--- src/rtl/bakraid_pcm_fetch.sv ---
// bakraid_pcm_fetch: YMZ280B sample-ROM byte fetch from three SDRAM banks
// through a small direct-mapped byte cache.
module bakraid_pcm_fetch #(
    parameter int TIMEOUT = 1023,
    parameter int LINES   = 4
) (
    input  logic        CLK96,
    input  logic        RESET96_N,
    input  logic        ROM_RD,
    input  logic [23:0] ROM_ADDR,
    output logic [7:0]  ROM_DOUT,
    output logic        ROM_VALID,
    output logic        PCM_CS,
    output logic        PCM1_CS,
    output logic        PCM2_CS,
    output logic [21:0] PCM_ADDR,
    output logic [21:0] PCM1_ADDR,
    output logic [21:0] PCM2_ADDR,
    input  logic        PCM_OK,
    input  logic        PCM1_OK,
    input  logic        PCM2_OK,
    input  logic [7:0]  PCM_DOUT,
    input  logic [7:0]  PCM1_DOUT,
    input  logic [7:0]  PCM2_DOUT,
    output logic        BUSY,
    output logic        TMO_ERR
);
    localparam int IW = $clog2(LINES);
    localparam int TW = 24 - IW;
    localparam int CW = $clog2(TIMEOUT + 1);
    typedef enum logic [1:0] {IDLE, REQ, DONE} state_t;
    state_t           state;
    logic [2:0]       cs;
    logic [21:0]      addr;
    logic [23:0]      lat_addr;
    logic [CW-1:0]    cnt;
    logic [LINES-1:0] line_valid;
    logic [TW-1:0]    line_tag [LINES];
    logic [7:0]       line_data [LINES];
    logic [IW-1:0]    rd_idx;
    logic [IW-1:0]    lat_idx;
    logic             oor;
    logic             hit;
    logic             ok_sel;
    logic             accept;
    logic             expire;
    logic [7:0]       dout_sel;
    assign rd_idx    = ROM_ADDR[IW-1:0];
    assign lat_idx   = lat_addr[IW-1:0];
    assign oor       = ROM_ADDR[23:22] == 2'd3;
    assign hit       = line_valid[rd_idx] && line_tag[rd_idx] == ROM_ADDR[23:IW];
    // cs is one-hot in REQ and zero elsewhere, so it doubles as the bank select
    assign ok_sel    = (cs[0] & PCM_OK) | (cs[1] & PCM1_OK) | (cs[2] & PCM2_OK);
    assign dout_sel  = cs[1] ? PCM1_DOUT : cs[2] ? PCM2_DOUT : PCM_DOUT;
    assign accept    = state == REQ && cnt != '0 && ok_sel;
    assign expire    = state == REQ && cnt == CW'(TIMEOUT - 1);
    assign PCM_CS    = cs[0];
    assign PCM1_CS   = cs[1];
    assign PCM2_CS   = cs[2];
    assign PCM_ADDR  = addr;
    assign PCM1_ADDR = addr;
    assign PCM2_ADDR = addr;
    assign BUSY      = state != IDLE;
    always_ff @(posedge CLK96 or negedge RESET96_N) begin
        if (!RESET96_N) begin
            state      <= IDLE;
            cs         <= '0;
            addr       <= '0;
            lat_addr   <= '0;
            cnt        <= '0;
            line_valid <= '0;
            ROM_DOUT   <= 8'h00;
            ROM_VALID  <= 1'b0;
            TMO_ERR    <= 1'b0;
        end else begin
            ROM_VALID <= 1'b0;
            case (state)
                IDLE: if (ROM_RD) begin
                    if (oor || hit) begin
                        ROM_DOUT  <= oor ? 8'h00 : line_data[rd_idx];
                        ROM_VALID <= 1'b1;
                        state     <= DONE;
                    end else begin
                        lat_addr <= ROM_ADDR;
                        addr     <= ROM_ADDR[21:0];
                        cs       <= 3'b001 << ROM_ADDR[23:22];
                        cnt      <= '0;
                        state    <= REQ;
                    end
                end
                REQ: begin
                    cnt <= cnt + 1'b1;
                    if (accept || expire) begin
                        ROM_DOUT  <= accept ? dout_sel : 8'h00;
                        TMO_ERR   <= TMO_ERR | ~accept;
                        if (accept) line_valid[lat_idx] <= 1'b1;
                        cs        <= '0;
                        ROM_VALID <= 1'b1;
                        state     <= DONE;
                    end
                end
                default: state <= IDLE;
            endcase
        end
    end
    always_ff @(posedge CLK96) begin
        if (accept) begin
            line_tag[lat_idx]  <= lat_addr[23:IW];
            line_data[lat_idx] <= dout_sel;
        end
    end
endmodule

--- config.mk ---
export PLATFORM = sky130hd
export DESIGN_NAME = bakraid_pcm_fetch
export DESIGN_NICKNAME = d
export VERILOG_FILES = /design/src/rtl/bakraid_pcm_fetch.sv
export SDC_FILE = /design/constraint.sdc
export NUM_CORES = 1
export LEC_CHECK = 0
export ABC_AREA = 1
export BUFFER_PORTS_ARGS = -buffer_cell sky130_fd_sc_hd__buf_2
export CORE_MARGIN = 4
export CORE_UTILIZATION = 57
export CTS_CLUSTER_SIZE = 24
export DETAILED_ROUTE_END_ITERATION = 7
export HOLD_SLACK_MARGIN = 0.03
export PLACE_DENSITY = 0.81
export SLEW_MARGIN = 25
export SYNTH_ARGS = -nofsm -noshare
export SYNTH_HDL_FRONTEND = slang
export SYNTH_SLANG_ARGS = --single-unit
--- constraint.sdc ---
create_clock -name CLK96 -period 3.9 [get_ports CLK96]
set_clock_uncertainty 0.05 [all_clocks]
set_input_delay 0.585 -clock CLK96 [delete_from_list [all_inputs] [get_ports CLK96]]
set_output_delay 0.585 -clock CLK96 [all_outputs]
set_load 0.02 [all_outputs]
==> results.sh <==
export IMPL_status="finished, final reports clean"
export IMPL_p_leak_uw=0.00408
export IMPL_synth_mux_area_frac=0
export IMPL_drt_iter0_drc=630
export IMPL_cts_buffer_depth=2
export IMPL_ctsRootBufferMaster="clkbuf_16"
export IMPL_p_total_uw=6210
export IMPL_post_cts_buffers=0
export IMPL_required_ns=4.16
export IMPL_synthCells=832
export IMPL_synth_async_sr_flop_share=0.306
export IMPL_tns_ns=0
export IMPL_dieWidth_um=127
export IMPL_tritoncts="built"
export IMPL_slew_limit_headroom=0.384
export IMPL_num_io_pins=134
export IMPL_grt_usage=0.229
export IMPL_antenna_cells=0
export IMPL_hold_violations=0
export IMPL_place_congestion=0.792
export IMPL_power_density_nw_per_um2=691
export IMPL_htree_levels=4
export IMPL_period_share=0.697
export IMPL_synth_fp_nets=889
export IMPL_fmax_mhz=368
export IMPL_grt_setup_unrepaired="false"
export IMPL_drt_pass1_iter_count=5
export IMPL_finalSetupViolCount=0
export IMPL_synth_compound_area_share=0.0464
export IMPL_ys_flop_type="edfxtp_1"
export IMPL_start_util=0.583
export IMPL_hold_buffers=0
export IMPL_fillCellCount=1068
export IMPL_numCtsBuffers=17
export IMPL_synth_area_leaders="edfxtp_1 45%, dfrtp_1 16%, nand2_1 14%, buf_4 6.6%, nand3_1 4.6%"
export IMPL_crit_type="input pin to flip-flop"
export IMPL_setup_worst_path_end_class="flip-flop"
export IMPL_hp_class="input pin to asynchronous set/reset pin"
export IMPL_synth_top_area_share=0.445
export IMPL_arrival_ns=2.98
export IMPL_dp_cells=1061
export IMPL_period_needed_ns=2.72
export IMPL_multi_input_area_um2=2370
export IMPL_cap_violations=0
export IMPL_synth_edf_count=120
export IMPL_seq_area_frac_synth=0.609
export IMPL_regArea_um2=4930
export IMPL_synth_cell_types=28
export IMPL_drcViolationCount=0
export IMPL_drt_wl_total_mm=17.8
export IMPL_synth_top_family_by_area="simple AND/OR/NAND/NOR gates"
export IMPL_io_buffer_count=133
export IMPL_slew_viol_final=0
export IMPL_ys_warn_count=0
export IMPL_crit_start="ROM_ADDR[0]"
export IMPL_synthToLayoutAreaGrowth_pct=11.1
export IMPL_synth_seq_cells=173
export IMPL_rows=43
export IMPL_finalNonFillerCells=1093
export IMPL_grt_pass1_wl_mm=28.7
export IMPL_worstPathMaxFanout=62
export IMPL_synth_xor_area_frac=0
export IMPL_clkLatencyLatePin_ns=0.43
export IMPL_grt_max_degree=63
export IMPL_final_antenna_net_count=0
export IMPL_pre_cts_ws_ns=0.780
export IMPL_syn_cell_area_um2=8090
export IMPL_layout_setup_ws_ns=1.18
export IMPL_clk_pin_slew_ns=0.06
export IMPL_r2r_start="cs[1]"
export IMPL_synthSimpleGateAreaFrac=0.240
export IMPL_worst_pin_slew_ns=0.918
export IMPL_ir_drop_v=0.000425
export IMPL_drive_above_1_share=0.205
export IMPL_finalNetCount=957
export IMPL_routedWlPerCell_um=16.3
export IMPL_grt_pass1_vias=5591
export IMPL_cts_sinks=173
export IMPL_cts_resized_gates=0
export IMPL_dieArea_um2=16200
export IMPL_dpl_hpwl_mm=11.5
export IMPL_grt_remaining_overflow=0
export IMPL_yosys_area_top_type="edfxtp_1"
export IMPL_via_per_inst=5.40
export IMPL_vias=5907
export IMPL_die_h_um=127
export IMPL_cp_start_kind="input pin"
export IMPL_synthAdderAreaFrac=0.00464
export IMPL_fin_hold_ws_ns=0.223
export IMPL_rr_worst_depth=11
export IMPL_core_area_um2=13900
export IMPL_antenna_found_initial=0
export IMPL_synth_area_per_cell_um2=9.72
routing by layer:
| layer | up-vias | routed length [um] | global-route usage |
|---|---|---|---|
| met5 | - | 0 | 0 |
| met4 | 0 | 359 | 0.0890 |
| met3 | 34 | 1370 | 0.0485 |
| met2 | 256 | 8550 | 0.367 |
| met1 | 2772 | 7490 | 0.309 |
| li1 | 2845 | - | - |
cells in the mapped netlist, drive strengths merged, types with 2 or more instances:
library cell,count
nand2,309
edfxtp,120
buf,86
nand3,77
dfrtp,53
nor2,53
inv,34
o21ai,27
a21oi,19
nand3b,15
clkbuf,9
a32o,8
o22ai,8
nor3,6
ha,3
nand4,2
o21bai,2
final timing paths:
check,to,slack [ns]
worst max-delay path,PCM1_ADDR[3],1.18
worst min register to register,line_valid[3],0.40
worst max register to register,ROM_DOUT[5],1.19
worst min-delay path,cnt[3],0.22
min in group CLK96,PCM1_ADDR[4],0.33
max in group asynchronous,PCM1_ADDR[7],2.79
metrics by stage:
| stage | utilization | instance area (um2) |
|---|---|---|
| final | 0.647 | 8990 |
| after global routing | 0.647 | 8990 |
| after CTS | 0.647 | 8990 |
| after detailed placement | 0.607 | 8430 |
| after global placement | 0.607 | 8430 |
| after floorplan | - | 8090 |
cell families (layout without fill, tap and decap cells):
logic type / count (synthesis) / after routing
flip-flops: 173 / 173
buffers and inverters: 129 / 210
AO/OA/AOI/OAI: 64 / 64
adder cells (fa/ha/maj): 3 / 3
AND/OR/NAND/NOR: 463 / 463
cell usage in the layout, fill, tap and decap left out:
cell type	instances
nand4_1	1
edfxtp_1	120
ha_1	3
clkbuf_16	17
nor2_1	48
nand3_1	75
o22ai_1	8
nor3_1	6
buf_2	133
nand3_4	1
clkinv_1	1
buf_4	9
a32o_1	8
clkbuf_1	4
bufinv_16	2
inv_1	30
dfrtp_1	53
inv_4	1
nand3_2	1
inv_2	3
nand2_1	306
nand2_2	3
nand3b_1	15
clkbuf_8	2
clkinv_2	6
nor2_4	1
buf_12	2
nor2_2	4
a21oi_1	19
or2_2	1
o21ai_1	2
o21ai_0	25
o21bai_1	2
nand4_2	1
final cells by class:
class                   instances  share of cell area
repair buffers                144              0.0860
clock inverters                 9              0.0104
multi-input cells             530               0.263
flip-flops and latches        173               0.549
inverters                      34              0.0145
well taps                     180              0.0251
clock buffers                  23              0.0521
power by group:
part	internal, uW	total [uW]	switching (uW)
clock	967	1620	655
combinational	557	1860	1300
sequential	2420	2730	309
state kept, by name, indices dropped and copies added, names as in the netlist:
| name | flops |
|---|---|
| lat_addr | 3 |
| ROM_VALID | 1 |
| ROM_DOUT | 8 |
| state | 2 |
| line_valid | 4 |
| line_tag | 88 |
| line_data | 32 |
| PCM1_ADDR | 21 |
| cs | 3 |
| TMO_ERR | 1 |
| cnt | 10 |
critical path: stages:
cell	delay (ns)
buf_2	0.12
inv_4	0.46
nand2_1	0.11
nand3_1	0.13
nand3b_1	0.12
nand2_1	0.10
nor2_1	0.07
nand2_1	0.07
nor2_1	0.05
nand3_2	0.12
nand4_2	0.67
nand2_1	0.25
nand2_1	0.08
No activity file was read; power rests on OpenSTA's default activity.
